`src/rtl/player_motion_ctrl.sv`:
```
// player_motion_ctrl: per-frame motion, aim and fire controller for N arena players.
// Keycode words from the keyboard front-ends are decoded against a per-player key map.
// On each frame_clk rising edge every player's position, facing, speed ramp, fire pulse
// and cooldown advance once; results appear on the outputs one Clk after the tick.
// Optional feature macro: PLAYER_COLLISION_EN (players block each other within 32 px).
module player_motion_ctrl #(
   parameter int NUM_PLAYERS   = 2,
   parameter int X_MIN         = 64,
   parameter int X_MAX         = 3136,
   parameter int Y_MIN         = 64,
   parameter int Y_MAX         = 2336,
   parameter int SPEED_MIN     = 1,
   parameter int SPEED_MAX     = 4,
   parameter int ACCEL_FRAMES  = 8,
   parameter int FIRE_COOLDOWN = 15,
   parameter logic [12*NUM_PLAYERS-1:0] INIT_X = {12'd1500, 12'd700},
   parameter logic [12*NUM_PLAYERS-1:0] INIT_Y = {12'd1400, 12'd700},
   // Per player, LSB byte first: move-N, move-W, move-S, move-E, face-N, face-S,
   // face-W, face-E, fire. Player 0 = USB HID codes, player 1 = PS/2 set-2 codes.
   parameter logic [72*NUM_PLAYERS-1:0] KEYMAP = {72'h29_74_6B_72_75_23_1B_1C_1D,
                                                 72'h2C_4F_50_51_52_07_16_04_1A}
) (
   input  logic                      Clk,
   input  logic                      Reset,
   input  logic                      frame_clk,
   input  logic [32*NUM_PLAYERS-1:0] keycode,
   output logic [12*NUM_PLAYERS-1:0] pos_x,
   output logic [12*NUM_PLAYERS-1:0] pos_y,
   output logic [2*NUM_PLAYERS-1:0]  dir,
   output logic [NUM_PLAYERS-1:0]    moving,
   output logic [4*NUM_PLAYERS-1:0]  speed,
   output logic [NUM_PLAYERS-1:0]    fire
);

   localparam logic [15:0] ACC_LAST  = 16'(ACCEL_FRAMES - 1);
   localparam logic [3:0]  SPD_MIN_V = 4'(SPEED_MIN);
   localparam logic [3:0]  SPD_MAX_V = 4'(SPEED_MAX);
   localparam logic [7:0]  CD_LOAD   = 8'(FIRE_COOLDOWN);

   // Facing codes
   localparam logic [1:0] DIR_N = 2'd0;
   localparam logic [1:0] DIR_S = 2'd1;
   localparam logic [1:0] DIR_E = 2'd2;
   localparam logic [1:0] DIR_W = 2'd3;

   logic                      frame_clk_q;
   logic                      tick;
   logic [9*NUM_PLAYERS-1:0]  held;
   logic [12*NUM_PLAYERS-1:0] cand_x, cand_y;
   logic [NUM_PLAYERS-1:0]    blocked;

   logic [12*NUM_PLAYERS-1:0] pos_x_q, pos_x_d, pos_y_q, pos_y_d;
   logic [2*NUM_PLAYERS-1:0]  dir_q, dir_d;
   logic [NUM_PLAYERS-1:0]    moving_q, moving_d;
   logic [NUM_PLAYERS-1:0]    fire_q, fire_d;
   logic [4*NUM_PLAYERS-1:0]  speed_q, speed_d;
   logic [16*NUM_PLAYERS-1:0] acc_q, acc_d;
   logic [8*NUM_PLAYERS-1:0]  cool_q, cool_d;

   // A key is held when any of the four rollover slots carries its code; code 00 is unmapped.
   function automatic logic key_held(input logic [31:0] kc, input logic [7:0] code);
      key_held = (code != 8'h00) &&
                 ((kc[7:0] == code) || (kc[15:8] == code) ||
                  (kc[23:16] == code) || (kc[31:24] == code));
   endfunction

   // One axis step in 14-bit signed arithmetic, clamped so an overshoot lands on the bound.
   function automatic logic [11:0] step_clamp(input logic [11:0] pos, input logic [3:0] spd,
                                              input logic inc, input logic dec,
                                              input int lo, input int hi);
      logic signed [13:0] sum;
      logic signed [13:0] lo_s;
      logic signed [13:0] hi_s;
      lo_s = 14'(lo);
      hi_s = 14'(hi);
      sum  = signed'({2'b00, pos});
      if (inc && !dec) begin
         sum = sum + signed'({10'd0, spd});
      end else if (dec && !inc) begin
         sum = sum - signed'({10'd0, spd});
      end
      if (sum < lo_s) begin
         sum = lo_s;
      end else if (sum > hi_s) begin
         sum = hi_s;
      end
      step_clamp = sum[11:0];
   endfunction

   assign tick = frame_clk & ~frame_clk_q;

   // Decode the nine mapped keys of every player
   always_comb begin
      held = '0;
      for (int p = 0; p < NUM_PLAYERS; p++) begin
         for (int k = 0; k < 9; k++) begin
            held[p*9+k] = key_held(keycode[p*32 +: 32], KEYMAP[p*72 + k*8 +: 8]);
         end
      end
   end

   // Candidate positions from the pre-tick speed (E/S increase, W/N decrease)
   always_comb begin
      cand_x = '0;
      cand_y = '0;
      for (int p = 0; p < NUM_PLAYERS; p++) begin
         cand_x[p*12 +: 12] = step_clamp(pos_x_q[p*12 +: 12], speed_q[p*4 +: 4],
                                         held[p*9+3], held[p*9+1], X_MIN, X_MAX);
         cand_y[p*12 +: 12] = step_clamp(pos_y_q[p*12 +: 12], speed_q[p*4 +: 4],
                                         held[p*9+2], held[p*9+0], Y_MIN, Y_MAX);
      end
   end

`ifdef PLAYER_COLLISION_EN
   // Chebyshev distance below 32 on both axes counts as a collision.
   function automatic logic near(input logic [11:0] ax, input logic [11:0] ay,
                                 input logic [11:0] bx, input logic [11:0] by);
      logic signed [12:0] ddx;
      logic signed [12:0] ddy;
      ddx  = signed'({1'b0, ax}) - signed'({1'b0, bx});
      ddy  = signed'({1'b0, ay}) - signed'({1'b0, by});
      near = (ddx > -13'sd32) && (ddx < 13'sd32) && (ddy > -13'sd32) && (ddy < 13'sd32);
   endfunction

   // Cancel a move that lands near another player's old position or new candidate
   always_comb begin
      blocked = '0;
      for (int p = 0; p < NUM_PLAYERS; p++) begin
         for (int q = 0; q < NUM_PLAYERS; q++) begin
            if (q != p) begin
               if (near(cand_x[p*12 +: 12], cand_y[p*12 +: 12],
                        pos_x_q[q*12 +: 12], pos_y_q[q*12 +: 12]) ||
                   near(cand_x[p*12 +: 12], cand_y[p*12 +: 12],
                        cand_x[q*12 +: 12], cand_y[q*12 +: 12])) begin
                  blocked[p] = 1'b1;
               end
            end
         end
      end
   end
`else
   assign blocked = '0;
`endif

   // Per-player next state; everything holds and fire drops unless a frame tick arrives
   always_comb begin
      pos_x_d  = pos_x_q;
      pos_y_d  = pos_y_q;
      dir_d    = dir_q;
      moving_d = moving_q;
      speed_d  = speed_q;
      acc_d    = acc_q;
      cool_d   = cool_q;
      fire_d   = '0;
      if (tick) begin
         for (int p = 0; p < NUM_PLAYERS; p++) begin
            moving_d[p] = |held[p*9 +: 4];
            if (!blocked[p]) begin
               pos_x_d[p*12 +: 12] = cand_x[p*12 +: 12];
               pos_y_d[p*12 +: 12] = cand_y[p*12 +: 12];
            end
            // later keys in this list win
            if (held[p*9+0]) dir_d[p*2 +: 2] = DIR_N;
            if (held[p*9+1]) dir_d[p*2 +: 2] = DIR_W;
            if (held[p*9+2]) dir_d[p*2 +: 2] = DIR_S;
            if (held[p*9+3]) dir_d[p*2 +: 2] = DIR_E;
            if (held[p*9+4]) dir_d[p*2 +: 2] = DIR_N;
            if (held[p*9+5]) dir_d[p*2 +: 2] = DIR_S;
            if (held[p*9+6]) dir_d[p*2 +: 2] = DIR_W;
            if (held[p*9+7]) dir_d[p*2 +: 2] = DIR_E;
            if (!(|held[p*9 +: 4])) begin
               speed_d[p*4 +: 4]  = SPD_MIN_V;
               acc_d[p*16 +: 16]  = '0;
            end else if (acc_q[p*16 +: 16] == ACC_LAST) begin
               acc_d[p*16 +: 16]  = '0;
               speed_d[p*4 +: 4]  = (speed_q[p*4 +: 4] < SPD_MAX_V) ?
                                    speed_q[p*4 +: 4] + 4'd1 : SPD_MAX_V;
            end else begin
               acc_d[p*16 +: 16]  = acc_q[p*16 +: 16] + 16'd1;
            end
            if (held[p*9+8] && (cool_q[p*8 +: 8] == 8'd0)) begin
               fire_d[p]          = 1'b1;
               cool_d[p*8 +: 8]   = CD_LOAD;
            end else if (cool_q[p*8 +: 8] != 8'd0) begin
               cool_d[p*8 +: 8]   = cool_q[p*8 +: 8] - 8'd1;
            end
         end
      end
   end

   // State registers; reset restores the start layout and suppresses a tick at release
   always_ff @(posedge Clk) begin
      if (Reset) begin
         frame_clk_q <= 1'b1;
         pos_x_q     <= INIT_X;
         pos_y_q     <= INIT_Y;
         dir_q       <= '0;
         moving_q    <= '0;
         speed_q     <= {NUM_PLAYERS{SPD_MIN_V}};
         acc_q       <= '0;
         cool_q      <= '0;
         fire_q      <= '0;
      end else begin
         frame_clk_q <= frame_clk;
         pos_x_q     <= pos_x_d;
         pos_y_q     <= pos_y_d;
         dir_q       <= dir_d;
         moving_q    <= moving_d;
         speed_q     <= speed_d;
         acc_q       <= acc_d;
         cool_q      <= cool_d;
         fire_q      <= fire_d;
      end
   end

   assign pos_x  = pos_x_q;
   assign pos_y  = pos_y_q;
   assign dir    = dir_q;
   assign moving = moving_q;
   assign speed  = speed_q;
   assign fire   = fire_q;

endmodule

```
`config.mk`:
```
export PLATFORM = sky130hd
export DESIGN_NAME = player_motion_ctrl
export DESIGN_NICKNAME = d
export VERILOG_FILES = /design/src/rtl/player_motion_ctrl.sv
export SDC_FILE = /design/constraint.sdc
export NUM_CORES = 1
export LEC_CHECK = 0
export CORE_ASPECT_RATIO = 0.75
export CORE_MARGIN = 2
export CORE_UTILIZATION = 30
export CTS_CLUSTER_DIAMETER = 50
export CTS_CLUSTER_SIZE = 10
export DETAILED_ROUTE_END_ITERATION = 6
export DONT_BUFFER_PORTS = 1
export SYNTH_ARGS = -nofsm -noshare
export SYNTH_HDL_FRONTEND = slang
export SYNTH_SLANG_ARGS = --single-unit
```
`constraint.sdc`:
```
create_clock -name Clk -period 6.4 [get_ports Clk]
set_input_delay 0.96 -clock Clk [delete_from_list [all_inputs] [get_ports Clk]]
set_output_delay 0.96 -clock Clk [all_outputs]
set_load 0.02 [all_outputs]
```
# Word-level counts from Yosys, hierarchy flattened
# Index checks and enable logic that the tools add are counted.
# totals
reg_bits,113
inputBits,67
# classes
addsub,14
n_reduce_logical,89
n_bitwise,3
magnitude_cmp,10
n_eq_ne,76
muxes,48
# op_table
cell,n
$eq A8 B7 Y1 const B,32
$eq A8 B5 Y1 const B,20
$mux W14,8
$eq A8 B6 Y1 const B,12
$mux W12,8
$eq A8 B3 Y1 const B,8
$mux W16,4
$gt A14 B13 Y1 const B,4
$lt A14 B8 Y1 const B,4
$logic_or A1 B1 Y1,54
$add A12 B4 Y13,4
$sub A12 B4 Y13,4
$add A16 B1 Y16 const B,2
$eq A16 B3 Y1 const B,2
$mux W2,16
$mux W8,4
$reduce_bool A8 Y1,4
$mux W4,6
$logic_not A8 Y1,2
$sub A8 B1 Y8 const B,2
$reduce_and A2 Y1,6
$logic_and A1 B1 Y1,10
$add A4 B1 Y4 const B,2
$logic_not A1 Y1,8
8 further kinds,14

# Longest topological paths before layout
# logic_depth
ltp_word,12
mapped_depth,16

# Worst setup path after synthesis
# Ideal clock, no wire load.
# synth_timing
path_type,input to register
startpoint,input port keycode[23]
endpoint,"register pos_y_q[8], in the netlist pos_y[8]"
arrival_time_ps,4046
stages,13
t_required_ps,6284
setup_slack_ps,2238
path_cell_list,or4b_4 > o22a_1 > and2_1 > buf_4 > nor4b_1 > a31oi_1 > xnor2_1 > or4_1 > o41a_1 > buf_2 > a21oi_1 > nor3b_1 > a31o_2
# synth_via
elab_chain_cells,10
elab_cells_between_ends,16
classes_between,order compare: 2; eq/ne: 2; mux: 4; reduce/logical: 8
# synth_rtl
element,line_no,rtl
start: declaration,26,"input logic [32*NUM_PLAYERS-1:0] keycode,"
$eq A8 B5 Y1,64,(kc[23:16] == code) || (kc[31:24] == code));
$logic_or A1 B1 Y1,63,((kc[7:0] == code) || (kc[15:8] == code) ||
$logic_or A1 B1 Y1,64,
$logic_not A1 Y1,79,end else if (dec && !inc) begin
$logic_and A1 B1 Y1,79,
$mux W14,79,
$mux W14 *,77,if (inc && !dec) begin
$gt A14 B13 Y1,84,end else if (sum > hi_s) begin
$mux W12,84,
$mux W12 *,82,if (sum < lo_s) begin
end signal: assignment,206,pos_y_q <= pos_y_d;
end: declaration,52,"logic [12*NUM_PLAYERS-1:0] pos_x_q, pos_x_d, pos_y_q, pos_y_d;"
# Every way passes the cells marked *; elsewhere a longest branch is shown, timed or not.
# A chain may end at the register's enable or synchronous reset.

# Worst setup path after layout
# layout_timing
startpoint,"register speed_q[5], in the netlist speed[5]"
endpoint,"register pos_x_q[12], in the netlist pos_x[12]"
# layout_via
elab_chain_cells,6
elab_cells_between_ends,8
classes_between,add/sub: 2; order compare: 2; mux: 4
# layout_rtl
element,line_no,rtl
start: declaration,56,"logic [4*NUM_PLAYERS-1:0] speed_q, speed_d;"
start signal: assignment,199,speed_q <= {NUM_PLAYERS{SPD_MIN_V}};
start signal: assignment,209,speed_q <= speed_d;
$sub A12 B4 Y13,80,"sum = sum - signed'({10'd0, spd});"
$mux W14,79,
$mux W14 *,77,
$gt A14 B13 Y1,84,
$mux W12,84,
$mux W12 *,82,
end signal: assignment,205,pos_x_q <= pos_x_d;
end: declaration,52,
# Marked as above.

==> results.md <==
* Clock sink count at 113
* Synth Instances at 1177
* First-pass GRT wire length at 42350 um
* Synth area leader: dfxtp_1
* Area growth syn-to-layout at 10.40%
* Detail Placement HPWL at 20260 um
* Layout cell share with drive strength beyond 1 at 0.06615
* Sum Neg Setup Slack at 0 ps
* Pre-antenna DRT Iters at 5
* Setup Buffers After CTS at 0
* Clk root buf: clkbuf_16
* Slowest CP cell: dfxtp_1
* Reg2Reg Depth at 13
* GR Overflow Total at 0
* Synth unique cells at 91
* Starting density of the core at 0.3068
* Vias in the first global route at 7793
* Setup violators final at 0
* Overall power at 0.001902 W
* Yosys warning count at 0
* Initial antenna violation count at 0
* Hold Crit Class: flop to flop
* Final Cycle Share at 0.6887
* Antenna Violating Nets Remaining at 0
* Fillers at 3042
* Final instance area at 9910 um2
* Post-synth top area share at 0.2520
* Final hold violations at 0
* Seq/Total Area, Yosys at 0.2520
* Max Root-Sink Buffers at 2
* Routed wire length at 26940 um
* Most numerous cell in the Yosys netlist: nor2_1
* PwrDens at 191.9 nW/um2
* Per-cell routed wire length at 17.31 um
* I/O pin count at 131
* CTS Buf Count at 17
* Largest net degree at the start of global routing at 68
* Most frequent cells after synthesis: nor2_1 (147), dfxtp_1 (113), nand2_1 (99)
* FF+latch count, synth at 113
* Total nets after synthesis at 1290
* Vias per std cell at 5.653
* Worst Path Max Fanout at 11
* Outcome: complete, no violations
* Site Rows at 54
* Post-DP Area at 9314 um2
* Slew at the pin closest to its max-slew limit at 745.1 ps
* Rel. slew slack at 0.5009
* CP startpoint kind: flop
* CP arrival at 4750 ps
* Worst-path clk slew at 60 ps
* Critical path class: flop to flop
* Max Clk Rate at 0.2269 GHz
* Post-synth EDFFs at 0
* Nets@finish at 1265
* Initial drt markers at 758
* Syn Area/Cell at 7.626 um2
* Die Span Y at 153.8 um
* Critical Path Most Common Cell: o21ai_0
* H-tree depth at 4
* Via count at 8796
* Leakage at 3.511 nW
* CP max stage delay at 770 ps
* Peak supply drop at 0.1292 mV
* Clk Latency, worst-skew pair at 420 ps
* Number of buffers added on ports at 0
* Die area at 31330 um2
* Crit-path cells: inv_1 -> ha_1 -> nor2b_1 -> o21a_1 -> o21ai_0 -> or3b_1 -> o32ai_1 -> xnor2_1 -> nor2_1 -> a31o_2 -> nor3_2 -> o21ai_0 -> a21oi_1
* CTS tree: done
* Die W at 203.7 um
* Gr usage total at 0.1665
* Top cells by area, synth: dfxtp_1 (25%), nor2_1 (6.1%), ha_1 (5.3%)
* Synthesized area at 8976 um2
* # diodes at 0
* # DRC at 0
* Min Clock Period, post-route at 4408 ps
* RSZ-0062 raised after global routing: false
* Hold buffer count at cts at 0
* Async S/R FF share, synth at 0
* Floorplan Core Area at 29260 um2
* Maxcap violations at 0
* Kind of end point of the critical path: flop
* Synth Flop Type: dfxtp_1
* Number of gates resized after cts at 0
* RePlAce Congestion at 0.9523
* Hold WS at 479.2 ps
* Max-slew violation count at 0
* Skew final at 11.73 ps
* Min-Delay Path Depth at 2
* CP Data Required Time at 6740 ps
==> path summary, 6_finish.rpt <==
path                         startpoint                endpoint  slack (ps)
hold reg to reg   acc_q[1]$_SDFFE_PP0P_   acc_q[1]$_SDFFE_PP0P_         480
setup reg to reg  speed[5]$_SDFFE_PP0P_  pos_x[12]$_SDFFE_PP0P_        1990
setup / recovery  speed[5]$_SDFFE_PP0P_  pos_x[12]$_SDFFE_PP0P_        1990
hold / removal    acc_q[1]$_SDFFE_PP0P_   acc_q[1]$_SDFFE_PP0P_         480
==> power breakdown <==
part	leakage, nW	switching (W)	total, W	internal, W
sequential	0.915	0.0000421	0.000765	0.000723
combinational	2.31	0.0000944	0.000163	0.0000684
clock	0.281	0.000346	0.000974	0.000628
total	3.51	0.000483	0.00190	0.00142
==> layout make-up <==
cell class,instances,area [um2],share of cell area
multi-input cells,966,6340,0.6398
flip-flops and latches,113,2262,0.2283
well taps,392,490.5,0.04949
clock buffers,21,460.4,0.04646
inverters,49,183.9,0.01856
clock inverters,10,135.1,0.01364
repair buffers,5,37.54,0.003788
==> cell families (layout without fill, tap and decap cells) <==
group / Yosys count / count (layout) / share of synthesized area
XOR/XNOR: 73 / 73 / 0.07207
AND/OR/NAND/NOR: 576 / 576 / 0.3507
AO/OA/AOI/OAI: 267 / 267 / 0.2069
buffers and inverters: 98 / 85 / 0.04293
multiplexers: 4 / 4 / 0.004600
flip-flops: 113 / 113 / 0.2520
adder cells (fa/ha/maj): 46 / 46 / 0.07081
==> cell usage in the layout (no fill, tap or decap), types with 10 or more instances in the layout <==
| cell | synthesis | routed |
|---|---|---|
| inv_1 | 49 | 49 |
| nor4b_1 | 14 | 14 |
| nor3_1 | 47 | 47 |
| or3_1 | 13 | 13 |
| xor2_1 | 45 | 45 |
| dfxtp_1 | 113 | 113 |
| nand4_1 | 23 | 23 |
| o211ai_1 | 11 | 11 |
| nand2b_1 | 13 | 12 |
| nor4_1 | 20 | 19 |
| o22ai_1 | 10 | 10 |
| xnor2_1 | 27 | 27 |
| a211oi_1 | 11 | 11 |
| o21ai_0 | 52 | 52 |
| nand3_1 | 56 | 56 |
| a31oi_1 | 18 | 18 |
| ha_1 | 38 | 38 |
| nor4bb_1 | 14 | 14 |
| and2_1 | 13 | 13 |
| a22oi_1 | 12 | 12 |
| nor2_1 | 147 | 147 |
| and3_1 | 20 | 20 |
| a21oi_1 | 55 | 55 |
| or4_1 | 10 | 10 |
| nor2b_1 | 22 | 21 |
| nand2_1 | 99 | 99 |
| clkbuf_16 | 0 | 17 |
==> state kept, by name, indices dropped and copies added, names as in the netlist <==
signal,count
acc_q,32
pos_x,24
pos_y,24
cool_q,16
speed,8
dir,4
fire,2
moving,2
frame_clk_q,1
==> per-layer routing <==
layer / global-route usage / vias to the layer above / wire length (um)
met5: 0 / - / 0
met4: 0.03754 / 0 / 324
met3: 0.04642 / 33 / 2225
met2: 0.2391 / 292 / 11040
met1: 0.2438 / 4168 / 13350
li1: - / 4303 / -
==> per-stage QoR <==
step	util	worst slack (ps)	std cells
after floorplan	-	2238	1177
after global placement	0.3184	1827	1525
after detailed placement	0.3184	1790	1525
after CTS	0.3387	2132	1556
after global routing	0.3387	1826	1556
final	0.3387	1992	1556
==> critical path: cells and delay by family (launching register included) <==
family	cells	cell delay [ps]
xor+xnor	1	260
flops	1	770
fa+ha+maj	1	370
buf+inv	1	290
compound gates	6	1480
simple gates	4	1160
Power figures use the tool's default switching activity.
